==> config.mk <==
export PLATFORM = sky130hd
export DESIGN_NAME = move_scheduler
export DESIGN_NICKNAME = d
export VERILOG_FILES = /design/src/rtl/sokoban_pkg.sv /design/src/rtl/move_fifo.sv /design/src/rtl/move_scheduler.sv
export SDC_FILE = /design/constraint.sdc
export NUM_CORES = 1
export LEC_CHECK = 0
export BUFFER_PORTS_ARGS = -buffer_cell sky130_fd_sc_hd__buf_2
export CORE_AREA = 3 3 45 88
export DETAILED_ROUTE_END_ITERATION = 7
export DIE_AREA = 0 0 48 91
export PLACE_DENSITY = 0.73
export SLEW_MARGIN = 25
export SYNTH_ARGS = -nofsm -noshare
export SYNTH_HDL_FRONTEND = slang
export SYNTH_SLANG_ARGS = --single-unit
==> constraint.sdc <==
create_clock -name MVS_clk -period 3 [get_ports MVS_clk]
set_input_delay 0.45 -clock MVS_clk [delete_from_list [all_inputs] [get_ports MVS_clk]]
set_output_delay 0.45 -clock MVS_clk [all_outputs]
set_load 0.01 [all_outputs]
==> src/rtl/sokoban_pkg.sv <==
// Shared types for the Sokoban input path: direction codes, scheduler FSM states, defaults.
// Latency: n/a (declarations only).
// Backpressure: n/a.
package sokoban_pkg;

    typedef logic [1:0] dir_t;

    localparam dir_t DIR_UP    = 2'b00;
    localparam dir_t DIR_DOWN  = 2'b01;
    localparam dir_t DIR_LEFT  = 2'b10;
    localparam dir_t DIR_RIGHT = 2'b11;

    typedef enum logic [2:0] {
        IDLE,
        ISSUE,
        WAIT_ACK,
        WAIT_DONE,
        GAP
    } state_t;

    localparam int DEF_ACK_TIMEOUT = 8;
    localparam int DEF_MIN_GAP     = 2;

    // Bit order of the one-hot vector is {right, left, down, up}.
    function automatic logic [3:0] dirOneHot(input dir_t d);
        return 4'b0001 << d;
    endfunction

endpackage

==> src/rtl/move_fifo.sv <==
// Synchronous FIFO of 2-bit move codes with exact occupancy count and synchronous flush.
// Latency: a pushed entry is visible at the head one cycle after the push edge.
// Backpressure: push while full is ignored unless a pop happens on the same edge.
module move_fifo
    import sokoban_pkg::*;
#(
    parameter  int DEPTH = 4,
    localparam int AW    = $clog2(DEPTH),
    localparam int LW    = AW + 1
) (
    input  logic          clk,
    input  logic          rstN,
    input  logic          flush,
    input  logic          push,
    input  dir_t          pushDat,
    input  logic          pop,
    output dir_t          popDat,
    output logic          full,
    output logic          empty,
    output logic [LW-1:0] level
);

    dir_t          mem [DEPTH];
    logic [AW-1:0] wrPtr;
    logic [AW-1:0] rdPtr;
    logic          doPush;
    logic          doPop;

    assign doPop  = pop && !empty;
    assign doPush = push && (!full || doPop);

    always_ff @(posedge clk or negedge rstN) begin
        if (!rstN) begin
            wrPtr <= '0;
            rdPtr <= '0;
            level <= '0;
        end else if (flush) begin
            wrPtr <= '0;
            rdPtr <= '0;
            level <= '0;
        end else begin
            if (doPush) wrPtr <= wrPtr + AW'(1);
            if (doPop)  rdPtr <= rdPtr + AW'(1);
            if (doPush && !doPop)      level <= level + LW'(1);
            else if (doPop && !doPush) level <= level - LW'(1);
        end
    end

    // Storage needs no reset: the occupancy count gates every read.
    always_ff @(posedge clk) begin
        if (doPush) mem[wrPtr] <= pushDat;
    end

    assign popDat = mem[rdPtr];
    assign full   = (level == LW'(DEPTH));
    assign empty  = (level == '0);

endmodule

==> src/rtl/move_scheduler.sv <==
// Round-robin arbitrates key pulses into a FIFO and issues one move at a time to the game core.
// Latency: pulse sampled at edge t gives a one-cycle move pulse after edge t+1 (idle, empty FIFO).
// Backpressure: core busy / ack timeout / MIN_GAP hold the queue; drops set sticky overflow. MVS_VBLANK_SYNC_EN gates issue on vblank.
module move_scheduler
    import sokoban_pkg::*;
#(
    parameter  int FIFO_DEPTH  = 4,
    parameter  int ACK_TIMEOUT = DEF_ACK_TIMEOUT,
    parameter  int MIN_GAP     = DEF_MIN_GAP,
    localparam int LW          = $clog2(FIFO_DEPTH) + 1
) (
    input  logic          MVS_clk,
    input  logic          MVS_rst,
    input  logic          MVS_clear,
    input  logic          MVS_up,
    input  logic          MVS_down,
    input  logic          MVS_left,
    input  logic          MVS_right,
    input  logic          MVS_core_busy,
    input  logic          MVS_vblank,
    output logic          MVS_dir_up,
    output logic          MVS_dir_down,
    output logic          MVS_dir_left,
    output logic          MVS_dir_right,
    output logic [1:0]    MVS_cmd_dir,
    output logic [LW-1:0] MVS_level,
    output logic          MVS_overflow
);

    localparam int TW = $clog2(ACK_TIMEOUT + 2);
    localparam int GW = $clog2(MIN_GAP + 2);

    state_t        state;
    state_t        stateNxt;
    logic [3:0]    req;
    logic          multiReq;
    logic          grantVld;
    dir_t          grantDir;
    dir_t          rrPtr;
    logic          popReq;
    logic          issueOk;
    logic          dropVld;
    logic          fifoFull;
    logic          fifoEmpty;
    dir_t          fifoDat;
    logic [TW-1:0] ackCnt;
    logic [TW-1:0] ackCntNxt;
    logic [GW-1:0] gapCnt;
    logic [GW-1:0] gapCntNxt;
    logic [3:0]    dirPulse;
    logic [3:0]    dirNxt;
    dir_t          cmdDir;
    dir_t          cmdNxt;
    logic          overflow;

    assign req      = {MVS_right, MVS_left, MVS_down, MVS_up};
    assign multiReq = |(req & (req - 4'd1));

    // The lowest offset from the pointer wins, so scan from the far end down.
    always_comb begin
        grantVld = 1'b0;
        grantDir = rrPtr;
        for (int i = 3; i >= 0; i--) begin
            if (req[rrPtr + 2'(i)]) begin
                grantVld = 1'b1;
                grantDir = rrPtr + 2'(i);
            end
        end
    end

`ifdef MVS_VBLANK_SYNC_EN
    assign issueOk = MVS_vblank;
`else
    logic unusedVblank;
    assign issueOk      = 1'b1;
    assign unusedVblank = MVS_vblank;
`endif

    assign popReq  = (state == IDLE) && !fifoEmpty && (gapCnt == '0) && issueOk;
    assign dropVld = grantVld && fifoFull && !popReq;

    move_fifo #(.DEPTH(FIFO_DEPTH)) uFifo (
        .clk     (MVS_clk),
        .rstN    (MVS_rst),
        .flush   (!MVS_clear),
        .push    (grantVld),
        .pushDat (grantDir),
        .pop     (popReq),
        .popDat  (fifoDat),
        .full    (fifoFull),
        .empty   (fifoEmpty),
        .level   (MVS_level)
    );

    always_ff @(posedge MVS_clk or negedge MVS_rst) begin
        if (!MVS_rst)        state <= IDLE;
        else if (!MVS_clear) state <= IDLE;
        else                 state <= stateNxt;
    end

    always_comb begin
        stateNxt = state;
        case (state)
            IDLE:      if (popReq) stateNxt = ISSUE;
            ISSUE:     stateNxt = WAIT_ACK;
            WAIT_ACK: begin
                if (MVS_core_busy)          stateNxt = WAIT_DONE;
                else if (ackCnt <= TW'(1))  stateNxt = GAP;
            end
            WAIT_DONE: if (!MVS_core_busy) stateNxt = GAP;
            GAP:       if (gapCnt <= GW'(1)) stateNxt = IDLE;
            default:   stateNxt = IDLE;
        endcase
    end

    always_comb begin
        ackCntNxt = ackCnt;
        gapCntNxt = gapCnt;
        dirNxt    = 4'b0000;
        cmdNxt    = cmdDir;
        case (state)
            IDLE: begin
                if (popReq) begin
                    dirNxt = dirOneHot(fifoDat);
                    cmdNxt = fifoDat;
                end
            end
            ISSUE: ackCntNxt = TW'(ACK_TIMEOUT);
            WAIT_ACK: begin
                if (ackCnt != '0) ackCntNxt = ackCnt - TW'(1);
                if (stateNxt == GAP) gapCntNxt = GW'(MIN_GAP);
            end
            WAIT_DONE: if (!MVS_core_busy) gapCntNxt = GW'(MIN_GAP);
            GAP: gapCntNxt = (gapCnt <= GW'(1)) ? '0 : gapCnt - GW'(1);
            default: ;
        endcase
    end

    always_ff @(posedge MVS_clk or negedge MVS_rst) begin
        if (!MVS_rst) begin
            rrPtr    <= DIR_UP;
            ackCnt   <= '0;
            gapCnt   <= '0;
            dirPulse <= 4'b0000;
            cmdDir   <= DIR_UP;
            overflow <= 1'b0;
        end else if (!MVS_clear) begin
            rrPtr    <= DIR_UP;
            ackCnt   <= '0;
            gapCnt   <= '0;
            dirPulse <= 4'b0000;
            cmdDir   <= DIR_UP;
            overflow <= 1'b0;
        end else begin
            ackCnt   <= ackCntNxt;
            gapCnt   <= gapCntNxt;
            dirPulse <= dirNxt;
            cmdDir   <= cmdNxt;
            if (grantVld) rrPtr <= grantDir + 2'd1;
            if (multiReq || dropVld) overflow <= 1'b1;
        end
    end

    assign {MVS_dir_right, MVS_dir_left, MVS_dir_down, MVS_dir_up} = dirPulse;
    assign MVS_cmd_dir  = cmdDir;
    assign MVS_overflow = overflow;

endmodule

==> flow_metrics.tcl, run 1 <==
set metrics [dict create \
    global_route.usage.total_pct 19.2 \
    endpoint_kind "register" \
    netlist_area_before_placement_um2 1820 \
    crit_path_max_fanout 12 \
    placement.io_buffers 17 \
    cts_root_buffer "sky130_fd_sc_hd__clkbuf_8" \
    post_synth_edffs 8 \
    maxCapViolations 0 \
    die_x_um 48 \
    number_of_global_route_vias_before_repair 1444 \
    proportion_of_layout_cells_with_a_drive_suffix_above_1_pct 18.0 \
    drt-vias-per-instance 6.11 \
    yosys.cell_types.count 44 \
    worst_hold_path_type "in -> async" \
    required_ns 3.18 \
    insertedDiodeCount 0 \
    num_vias 1455 \
    tns_ns 0 \
    post_cts.resized_instances 0 \
    detailedRoute.firstPassIterationCount 4 \
    cts_max_path_bufs 2 \
    cts.htree.levels 2 \
    worstMarginPinSlew_ns 0.550 \
    insertion_delay_ns 0.29 \
    post-route-drc-count 0 \
    reg2reg_slack_ns 0.56 \
    die_area_um2 4370 \
    detail_route.iter0.violations 18 \
    synth_sequential_area_ratio_pct 47.7 \
    timing.fmax_mhz 410 \
    critPathLaunchType "register" \
    hold_slack_ns 0.142 \
    p_leak_nw 0.882 \
    ff2ff_path_depth 8 \
    fp.dieH_um 91 \
    layout_worst_path_cycle_share_pct 81.3 \
    synthesis_stage_register_bit_count 33 \
    synth_area_per_cell_um2 9.66 \
    grt_pass1_wl_um 5980 \
    core_um2 3380 \
    layout_overhead_on_the_synthesized_area_pct 11.8 \
    ir_drop_mv 0.498 \
    routabilityCongestion 0.793 \
    worst_clock_skew_ns 0.00383 \
    place.detailed.hpwl_um 2750 \
    power-per-cell-area_nw_per_um2 949 \
    arrival_ns 2.62 \
    post_drt_wl_per_cell_um 15.0 \
    postSynth.topFlopCell "sky130_fd_sc_hd__dfrtp_1" \
    synth.net_count 204 \
    rsz0062_at_grt "false" \
    grt-ovfl-total 0 \
    timing.setup.critical_path_class "reg -> reg" \
    hold_buffers 0 \
    row_count 30 \
    tritoncts.num_buffers 5 \
    ios 19 \
    synth-warning-count 0 \
    min_period_ns 2.44 \
    clock_sink_count 33 \
    cts.reportedPaths.clkPinSlew_ns 0.07 \
    outcome "finished, final reports clean" \
    maximum_number_of_pins_on_one_net_before_global_route_repair 26 \
    finish.net_count 221 \
    cts_setup_buffers 0 \
    r2r_start "state[1]" \
    post_detailed_route_count_of_antenna_violating_nets 0 \
    antenna_found_initial 0 \
    hold_viol 0 \
    clock_tree_from_tritoncts "done" \
    finalMaxSlewViolations 0 \
    routed_wl_um 3580 \
    postSynth.asyncResetShare_pct 75.8 \
    start_util_pct 53.8 \
    cell_count_after_synthesis 188 \
    slew_headroom_pct 63.3 \
    setup_viol_count_final 0 \
    endpoint_of_the_most_critical_register_to_register_path "uFifo.level[2]" \
]
## layer usage
metal  GRT usage [%]  vias to the layer above  wire length, µm
met3            6.75                       10              178
met4            10.6                        0              105
met2            33.0                       39             2080
li1                -                      694                -
met1            17.7                      712             1220
met5               0                        -                0
## area by class of cell
type	count	area, µm²
inverters	8	30.0
fillers	291	1350
clock inverters	3	46.3
clock buffers	5	68.8
multi-input cells	139	888
repair buffers	18	92.6
well taps	32	40.0
flip-flops and latches	33	866
## synth_stat cells, types with 2 or more instances
master                     instances  area share (%)
sky130_fd_sc_hd__nor2_1           29             6.0
sky130_fd_sc_hd__dfrtp_1          25              34
sky130_fd_sc_hd__nand2_1          18             3.7
sky130_fd_sc_hd__a21oi_1          14             3.9
sky130_fd_sc_hd__edfxtp_1          8              13
sky130_fd_sc_hd__inv_1             7             1.4
sky130_fd_sc_hd__nor2b_1           7             2.4
sky130_fd_sc_hd__nor3_1            7             1.9
sky130_fd_sc_hd__o21ai_0           7             1.9
sky130_fd_sc_hd__and2_1            6             2.1
sky130_fd_sc_hd__clkbuf_1          6             1.2
sky130_fd_sc_hd__ha_1              6             4.1
sky130_fd_sc_hd__o21a_1            4             1.7
sky130_fd_sc_hd__xnor2_1           4             1.9
sky130_fd_sc_hd__nand2b_1          3             1.0
sky130_fd_sc_hd__nand3_1           3            0.83
sky130_fd_sc_hd__a211oi_1          2            0.83
sky130_fd_sc_hd__a22oi_1           2            0.83
sky130_fd_sc_hd__buf_2             2            0.55
sky130_fd_sc_hd__mux4_2            2             2.5
sky130_fd_sc_hd__o221a_2           2             1.2
sky130_fd_sc_hd__or2_2             2            0.69
## power breakdown
| group | leakage, nW | total, mW | internal (mW) | switching (mW) |
|---|---|---|---|---|
| sequential | 0.410 | 0.716 | 0.588 | 0.128 |
| combinational | 0.417 | 0.795 | 0.345 | 0.450 |
| clock | 0.0543 | 0.417 | 0.248 | 0.168 |
| total | 0.882 | 1.93 | 1.18 | 0.747 |
## worst max path at each step
| stage | slack, ns | startpoint | cells after the start | end |
|---|---|---|---|---|
| floorplan | 0.54 | MVS_right | 9 | uFifo.level[2] |
| global placement | 0.63 | state[1] | 8 | uFifo.level[2] |
| detailed placement | 0.58 | state[1] | 8 | uFifo.level[2] |
| CTS | 0.56 | state[1] | 8 | uFifo.level[2] |
| global route | 0.41 | state[1] | 8 | uFifo.level[2] |
| finish | 0.56 | state[1] | 8 | uFifo.level[2] |
## state kept, by name, summed over array words and instances (netlist names)
register	cells
ackCnt	4
uFifo.wrPtr	2
rrPtr	2
uFifo.mem	8
state	3
MVS_cmd_dir	2
uFifo.level	3
uFifo.rdPtr	2
gapCnt	2
MVS_overflow	1
dirPulse	4
## placed cells by master, fill, tap and decap left out, types with 2 or more instances in the layout
cell                       synthesis  layout
sky130_fd_sc_hd__nor3_1            7       7
sky130_fd_sc_hd__edfxtp_1          8       8
sky130_fd_sc_hd__xnor2_1           4       4
sky130_fd_sc_hd__o21ai_0           7       7
sky130_fd_sc_hd__o21a_1            4       4
sky130_fd_sc_hd__a22oi_1           2       2
sky130_fd_sc_hd__nand2b_1          3       3
sky130_fd_sc_hd__dfrtp_1          25      25
sky130_fd_sc_hd__nand3_1           3       3
sky130_fd_sc_hd__mux4_2            2       2
sky130_fd_sc_hd__a21oi_1          14      14
sky130_fd_sc_hd__buf_2             2      17
sky130_fd_sc_hd__nand2_1          18      18
sky130_fd_sc_hd__and2_1            6       6
sky130_fd_sc_hd__clkbuf_8          0       5
sky130_fd_sc_hd__nor2_1           29      29
sky130_fd_sc_hd__inv_1             7       7
sky130_fd_sc_hd__o221a_2           2       2
sky130_fd_sc_hd__ha_1              6       6
sky130_fd_sc_hd__or2_2             2       2
sky130_fd_sc_hd__nor2b_1           7       7
sky130_fd_sc_hd__a211oi_1          2       2
## through the flow
stage          instances  setup WS [ns]  total power [mW]  util, %  cell area (µm²)
5_1_grt              238          0.415              2.07     60.1             2030
3_5_place_dp         230          0.580              1.52     56.7             1920
6_report             238          0.560              1.93     60.1             2030
4_1_cts              238          0.565              1.94     60.1             2030
2_1_floorplan        188          0.543              1.31        -             1820
3_3_place_gp         230          0.630              1.47     56.7             1920
## kinds of logic after synthesis
family	count (synthesis)	share of synthesized area (%)
adders and majority gates	7	5.23
xor gates and xnor gates	5	2.41
DFF	33	47.7
buffers and inverters	16	3.44
AOI/OAI and AO/OA	44	16.7
muxes	3	3.03
and+or+nand+nor	80	21.5
## worst max-delay path, stage by stage, from the launching register on
cell,delay [ns]
sky130_fd_sc_hd__dfrtp_1,0.50
sky130_fd_sc_hd__nor3_1,0.42
sky130_fd_sc_hd__nand3_1,0.17
sky130_fd_sc_hd__and2_1,0.18
sky130_fd_sc_hd__fa_1,0.42
sky130_fd_sc_hd__nor2_1,0.16
sky130_fd_sc_hd__nand2_1,0.09
sky130_fd_sc_hd__a32o_1,0.24
sky130_fd_sc_hd__o21a_1,0.16
No activity file was read; power rests on OpenSTA's default activity.
==> run 2: changes to the inputs <==
--- a/config.mk
+++ b/config.mk
@@ -5,11 +5,12 @@
 export SDC_FILE = /design/constraint.sdc
 export NUM_CORES = 1
 export LEC_CHECK = 0
+export ABC_AREA = 1
 export BUFFER_PORTS_ARGS = -buffer_cell sky130_fd_sc_hd__buf_2
-export CORE_AREA = 3 3 45 88
+export CORE_AREA = 3 3 47 92
 export DETAILED_ROUTE_END_ITERATION = 7
-export DIE_AREA = 0 0 48 91
-export PLACE_DENSITY = 0.73
+export DIE_AREA = 0 0 50 95
+export PLACE_DENSITY = 0.72
 export SLEW_MARGIN = 25
 export SYNTH_ARGS = -nofsm -noshare
 export SYNTH_HDL_FRONTEND = slang
==> constraint.sdc (replaced) <==
create_clock -name MVS_clk -period 2.5 [get_ports MVS_clk]
set_input_delay 0.375 -clock MVS_clk [delete_from_list [all_inputs] [get_ports MVS_clk]]
set_output_delay 0.375 -clock MVS_clk [all_outputs]
set_load 0.01 [all_outputs]
==> flow_metrics.tcl, run 2 <==
set metrics [dict create \
    timing.setup.critical_path_class "reg -> reg" \
    row_count 31 \
    largest_register_ffs 8 \
    layout_worst_path_cycle_share_pct 86.8 \
    slew_headroom_pct 61.8 \
    arrival_ns 2.36 \
    most_frequent_standard_cell_in_the_layout_excluding_fill_and_tap_cells "sky130_fd_sc_hd__nand2_1" \
    worst_clock_skew_ns 0.00790 \
    insertion_delay_ns 0.29 \
    cts.reportedPaths.clkPinSlew_ns 0.08 \
    finish.instance_area_um2 2250 \
    ff2ff_path_depth 15 \
    finalCoreUtilization_pct 61.0 \
    power.share.clock_pct 17.5 \
    die_area_um2 4750 \
    start_util_pct 54.2 \
    endpoint_of_the_most_critical_register_to_register_path "uFifo.level[2]" \
    synth_area_per_cell_um2 8.11 \
    tns_ns 0 \
    antenna_found_initial 0 \
    detailedRoute.firstPassIterationCount 4 \
    layout_overhead_on_the_synthesized_area_pct 12.5 \
    placement.io_buffers 17 \
    share_seq_of_total_power_pct 32.1 \
    crit_path_max_fanout 9 \
    synth.net_count 262 \
    critPathLaunchType "register" \
    reg2reg_slack_ns 0.33 \
    finalMaxSlewViolations 0 \
    grt-ovfl-total 0 \
    min_period_ns 2.17 \
    synth.most_common_cell "sky130_fd_sc_hd__nand2_1" \
    synth.area.top_cells "sky130_fd_sc_hd__dfrtp_1 (31%), sky130_fd_sc_hd__edfxtp_1 (12%), sky130_fd_sc_hd__nand2_1 (10%)" \
    hold_buffers 0 \
    fp.dieH_um 95 \
    registers.top_by_ff_count "uFifo.mem" \
    r2r_start "rrPtr[0]" \
    setup_viol_count_final 0 \
    clock_tree_from_tritoncts "done" \
    power_switching_share_pct 45.5 \
    detail_route.iter0.violations 30 \
    power-per-cell-area_nw_per_um2 1300 \
    cts_root_buffer "sky130_fd_sc_hd__clkbuf_8" \
    post_synth_edffs 8 \
    cts_max_path_bufs 2 \
    routabilityCongestion 0.802 \
    tritoncts.num_buffers 5 \
    post-synth-top-area-fraction_pct 31.3 \
    synth_sequential_area_ratio_pct 43.4 \
    maxCapViolations 0 \
    number_of_global_route_vias_before_repair 1620 \
    required_ns 2.69 \
    worst_hold_path_type "in -> async" \
    placed_area_um2 2130 \
    cellInternalPower_mw 1.60 \
    die_x_um 50 \
    top_regs "uFifo.mem (8), ackCnt (4), dirPulse (4)" \
    core_um2 3680 \
    p_total_mw 2.93 \
    p_leak_nw 1.15 \
    drt-vias-per-instance 5.11 \
    proportion_of_power_drawn_by_combinational_gates_pct 50.4 \
    worstMarginPinSlew_ns 0.574 \
    synth_largest_area_cell "sky130_fd_sc_hd__dfrtp_1" \
    post-route-drc-count 0 \
    clock_sink_count 33 \
    routed_wl_um 3860 \
    maximum_number_of_pins_on_one_net_before_global_route_repair 26 \
    synth_common_cells "sky130_fd_sc_hd__nand2_1 (55), sky130_fd_sc_hd__inv_1 (36), sky130_fd_sc_hd__dfrtp_1 (25), sky130_fd_sc_hd__nand3_1 (21), sky130_fd_sc_hd__nor2_1 (20)" \
    cts_setup_buffers 0 \
    insertedDiodeCount 0 \
    num_vias 1624 \
    timing.fmax_mhz 461 \
    postSynth.asyncResetShare_pct 75.8 \
    most-common-layout-cells "sky130_fd_sc_hd__nand2_1 (55), sky130_fd_sc_hd__inv_1 (36), sky130_fd_sc_hd__dfrtp_1 (24), sky130_fd_sc_hd__nand3_1 (21), sky130_fd_sc_hd__nor2_1 (20)" \
    power.switching_mw 1.33 \
    place.detailed.hpwl_um 3060 \
    grt_pass1_wl_um 6670 \
    ios 19 \
    post_detailed_route_count_of_antenna_violating_nets 0 \
    cell_count_after_synthesis 246 \
    ir_drop_mv 0.709 \
    post_drt_wl_per_cell_um 12.1 \
    global_route.usage.total_pct 18.6 \
    endpoint_kind "register" \
    hold_viol 0 \
    proportion_of_layout_cells_with_a_drive_suffix_above_1_pct 22.7 \
    postSynth.topFlopCell "sky130_fd_sc_hd__dfrtp_1" \
    synthesis_stage_register_bit_count 33 \
    hold_slack_ns 0.0680 \
    netlist_area_before_placement_um2 2000 \
    yosys.cell_types.count 38 \
    synth-warning-count 0 \
    cts.htree.levels 2 \
    rsz0062_at_grt "false" \
    finish.net_count 284 \
    outcome "finished, final reports clean" \
]
run 2: cell count changes in the layout (fill, tap and decap cells not counted), moves of 6 or more:
cell and delta:
sky130_fd_sc_hd__and2_1 -6, sky130_fd_sc_hd__nand2_2 +14, sky130_fd_sc_hd__o21ai_1 +7, sky130_fd_sc_hd__nand3_1 +18, sky130_fd_sc_hd__nand2_1 +37, sky130_fd_sc_hd__inv_1 +29, sky130_fd_sc_hd__nor3_1 -6, sky130_fd_sc_hd__nor2b_1 -7
sky130_fd_sc_hd__a21oi_1 -6, sky130_fd_sc_hd__nor2_1 -9
run 2: logic make-up after synthesis:
family	share of synthesized area [%]
and+or+nand+nor	31.8
AOI/OAI and AO/OA	9.78
buffers and inverters	9.34
xor gates and xnor gates	0.878
DFF	43.4
adders and majority gates	4.76
run 2: area by class of cell:
cell class | instances | area (µm²)
flip-flops and latches | 33 | 867
well taps | 49 | 61.3
inverters | 43 | 166
fillers | 331 | 1440
clock buffers | 5 | 68.8
repair buffers | 18 | 92.6
clock inverters | 3 | 46.3
multi-input cells | 167 | 943
run 2: worst max-delay path: stages, from the launching register on:
cell	delay [ns]
sky130_fd_sc_hd__dfrtp_2	0.49
sky130_fd_sc_hd__inv_6	0.11
sky130_fd_sc_hd__nand2_1	0.07
sky130_fd_sc_hd__nand3_1	0.11
sky130_fd_sc_hd__nand2_2	0.09
sky130_fd_sc_hd__nor2_4	0.12
sky130_fd_sc_hd__nand2_4	0.09
sky130_fd_sc_hd__nand3_4	0.11
sky130_fd_sc_hd__inv_2	0.06
sky130_fd_sc_hd__fa_1	0.37
sky130_fd_sc_hd__xnor2_1	0.18
sky130_fd_sc_hd__inv_1	0.06
sky130_fd_sc_hd__nand2_1	0.06
sky130_fd_sc_hd__nand2_1	0.05
sky130_fd_sc_hd__nand2_1	0.05
sky130_fd_sc_hd__nand2_1	0.04
run 2: how the worst max path moves through the flow:
stage | from | to | slack, ns | depth (start not counted)
6_report | rrPtr[0] | uFifo.level[2] | 0.33 | 15
5_1_grt | rrPtr[0] | uFifo.level[2] | 0.1 | 15
4_1_cts | rrPtr[0] | uFifo.level[2] | 0.25 | 14
3_5_place_dp | rrPtr[0] | uFifo.level[2] | 0.26 | 14
3_3_place_gp | rrPtr[0] | uFifo.level[2] | 0.26 | 14
2_1_floorplan | rrPtr[0] | uFifo.level[2] | 0.48 | 16
run 2: power groups by stage:
stage | combinational [mW] | sequential (mW) | clock, mW
detailed placement | 1.50 | 0.949 | 0
CTS | 1.50 | 0.941 | 0.519
finish | 1.47 | 0.941 | 0.512
floorplan | 1.19 | 0.921 | 0
global route | 1.70 | 0.972 | 0.542
global placement | 1.47 | 0.944 | 0
run 2: repair_timing:
action,in CTS,in global routing
endpoints found under the hold margin,0,0
endpoints found under the setup margin,0,1
gates resized for setup,0,1
run 2: layer usage:
| layer | vias to the layer above | track usage, % | routed length (µm) |
|---|---|---|---|
| met5 | - | 0 | 0 |
| li1 | 836 | - | - |
| met2 | 19 | 36.5 | 2300 |
| met3 | 8 | 2.84 | 75 |
| met4 | 0 | 10.2 | 87 |
| met1 | 761 | 17.5 | 1400 |
run 2: stage by stage:
| step | cells | worst slack (ns) |
|---|---|---|
| global route | 318 | 0.0970 |
| global placement | 310 | 0.257 |
| CTS | 318 | 0.251 |
| detailed placement | 310 | 0.260 |
| finish | 318 | 0.330 |
| floorplan | 246 | 0.477 |
==> run 3: changes to the inputs <==
--- a/config.mk
+++ b/config.mk
@@ -10,6 +10,7 @@
 export CORE_AREA = 3 3 47 92
 export DETAILED_ROUTE_END_ITERATION = 7
 export DIE_AREA = 0 0 50 95
+export HOLD_SLACK_MARGIN = 0.1
 export PLACE_DENSITY = 0.72
 export SLEW_MARGIN = 25
 export SYNTH_ARGS = -nofsm -noshare
==> flow_metrics.tcl, run 3 (same netlist as run 2, synthesis figures left out) <==
set metrics [dict create \
    finish.net_count 285 \
    rsz0062_at_grt "false" \
    critical_path.startpoint "rrPtr[0]" \
    top_regs "uFifo.mem (8), ackCnt (4), dirPulse (4)" \
    post-route-drc-count 0 \
    die_area_um2 4750 \
    endpoint_of_the_most_critical_register_to_register_path "uFifo.level[2]" \
    routed_wl_um 3850 \
    p_leak_nw 1.15 \
    proportion_of_layout_cells_with_a_drive_suffix_above_1_pct 22.6 \
    clock_tree_from_tritoncts "done" \
    most_frequent_standard_cell_in_the_layout_excluding_fill_and_tap_cells "sky130_fd_sc_hd__nand2_1" \
    ios 19 \
    maximum_number_of_pins_on_one_net_before_global_route_repair 26 \
    most-common-layout-cells "sky130_fd_sc_hd__nand2_1 (55), sky130_fd_sc_hd__inv_1 (36), sky130_fd_sc_hd__dfrtp_1 (24), sky130_fd_sc_hd__nand3_1 (21), sky130_fd_sc_hd__nor2_1 (20)" \
    insertion_delay_ns 0.29 \
    critPathLaunchType "register" \
    cts_root_buffer "sky130_fd_sc_hd__clkbuf_8" \
    worstMarginPinSlew_ns 0.576 \
    placement.io_buffers 17 \
    power-per-cell-area_nw_per_um2 1300 \
    endpoint_kind "register" \
    reg2reg_slack_ns 0.33 \
    path_common_cell "sky130_fd_sc_hd__nand2_1" \
    timing.setup.critical_path_class "reg -> reg" \
    clock_sink_count 33 \
    routabilityCongestion 0.802 \
    min_period_ns 2.17 \
    outcome "finished, final reports clean" \
    grt_pass1_wl_um 6670 \
    r2r_start "rrPtr[0]" \
    tritoncts.num_buffers 5 \
    hold_viol 0 \
    layout_overhead_on_the_synthesized_area_pct 13.0 \
    tns_ns 0 \
    number_of_global_route_vias_before_repair 1620 \
    global_route.usage.total_pct 18.6 \
    cts_max_path_bufs 2 \
    ir_drop_mv 0.738 \
    num_vias 1630 \
    slew_headroom_pct 61.6 \
    arrival_ns 2.36 \
    crit_path_cell_trace "inv_6 -> nand2_1 -> nand3_1 -> nand2_2 -> nor2_4 -> nand2_4 -> nand3_4 -> inv_2 -> fa_1 -> xnor2_1 -> inv_1 -> nand2_1 -> nand2_1 -> nand2_1 -> nand2_1" \
    setup_viol_count_final 0 \
    die_x_um 50 \
    grt-ovfl-total 0 \
    largest_register_ffs 8 \
    worst_hold_path_type "in -> reg" \
    post_detailed_route_count_of_antenna_violating_nets 0 \
    cts_setup_buffers 0 \
    required_ns 2.69 \
    maxCapViolations 0 \
    n_fill_cell 332 \
    p_total_mw 2.93 \
    cts.htree.levels 2 \
    storage_cell_area_um2 867 \
    layout_worst_path_cycle_share_pct 86.9 \
    core_um2 3680 \
    worst_clock_skew_ns 0.00605 \
    antenna_found_initial 0 \
    fp.dieH_um 95 \
    finalMaxSlewViolations 0 \
    multi_input_area_um2 943 \
    detailedRoute.firstPassIterationCount 4 \
    drt-vias-per-instance 5.11 \
    registers.top_by_ff_count "uFifo.mem" \
    detail_route.iter0.violations 32 \
    post_drt_wl_per_cell_um 12.1 \
    critical_path.endpoint "uFifo.level[2]" \
    slowest_stage "sky130_fd_sc_hd__dfrtp_2" \
    start_util_pct 54.2 \
    ff2ff_path_depth 15 \
    timing.fmax_mhz 460 \
    finalCoreUtilization_pct 61.2 \
    insertedDiodeCount 0 \
    timing.critical_path.slowest_cell_delay_ns 0.49 \
    cts.reportedPaths.clkPinSlew_ns 0.08 \
    crit_path_max_fanout 9 \
    place.detailed.hpwl_um 3060 \
    row_count 31 \
]
-- run 3: cell types whose count changed in the layout (fill, tap and decap cells not counted) --
cell                            delta
sky130_fd_sc_hd__dlygate4sd3_1     +1
-- run 3: how the worst min path moves through the flow --
stage | endpoint | startpoint | slack [ns] | depth (start not counted)
after floorplan | MVS_cmd_dir[0] | MVS_rst | 0.08 | 0
after CTS | state[0] | MVS_core_busy | 0.37 | 3
final | state[0] | MVS_core_busy | 0.37 | 3
after detailed placement | state[0] | MVS_rst | 0.40 | 1
after global placement | state[0] | MVS_rst | 0.39 | 1
after global routing | state[0] | MVS_core_busy | 0.41 | 3
-- run 3: critical path: cells and delay by family, from the launching register on --
family	cells	cell delay (ns)
XOR/XNOR	1	0.18
adder cells (fa/ha/maj)	1	0.37
buffers and inverters	3	0.23
flip-flops	1	0.49
AND/OR/NAND/NOR	10	0.79
-- run 3: where the power goes --
| group | total, mW | internal, mW | switching (mW) | leakage (nW) |
|---|---|---|---|---|
| combinational | 1.47 | 0.509 | 0.966 | 0.693 |
| clock | 0.510 | 0.298 | 0.212 | 0.0543 |
| sequential | 0.940 | 0.790 | 0.151 | 0.406 |
| total | 2.93 | 1.60 | 1.33 | 1.15 |
-- run 3: timing repair --
item                                    4_1_cts  5_1_grt
endpoints found under the setup margin        0        1
hold endpoints to repair                     25        0
resized for setup                             0        1
hold buffers                                  1        0
-- run 3: routing by layer --
metal | routed length [µm] | part of all wire, % | GRT usage (%) | up-vias
met5 | 0 | 0 | 0 | -
met4 | 87 | 2.3 | 10.2 | 0
met3 | 84 | 2.2 | 2.84 | 8
met2 | 2300 | 60 | 36.5 | 21
met1 | 1380 | 36 | 17.5 | 761
li1 | - | - | - | 840
-- run 3: cell type report --
class	instances	area share (%)
Multi-Input combinational cell	167	41.8
Sequential cell	33	38.4
Clock inverter	3	2.05
Timing Repair Buffer	19	4.55
Clock buffer	5	3.05
Inverter	43	7.38
Tap cell	49	2.72
-- run 3: stage by stage --
stage	cell area [µm²]	hold WS, ns	std cells	worst slack, ns
2_1_floorplan	2000	0.0794	246	0.477
3_3_place_gp	2130	0.395	310	0.257
6_report	2260	0.369	319	0.328
4_1_cts	2250	0.365	319	0.251
5_1_grt	2260	0.408	319	0.0970
3_5_place_dp	2130	0.397	310	0.260
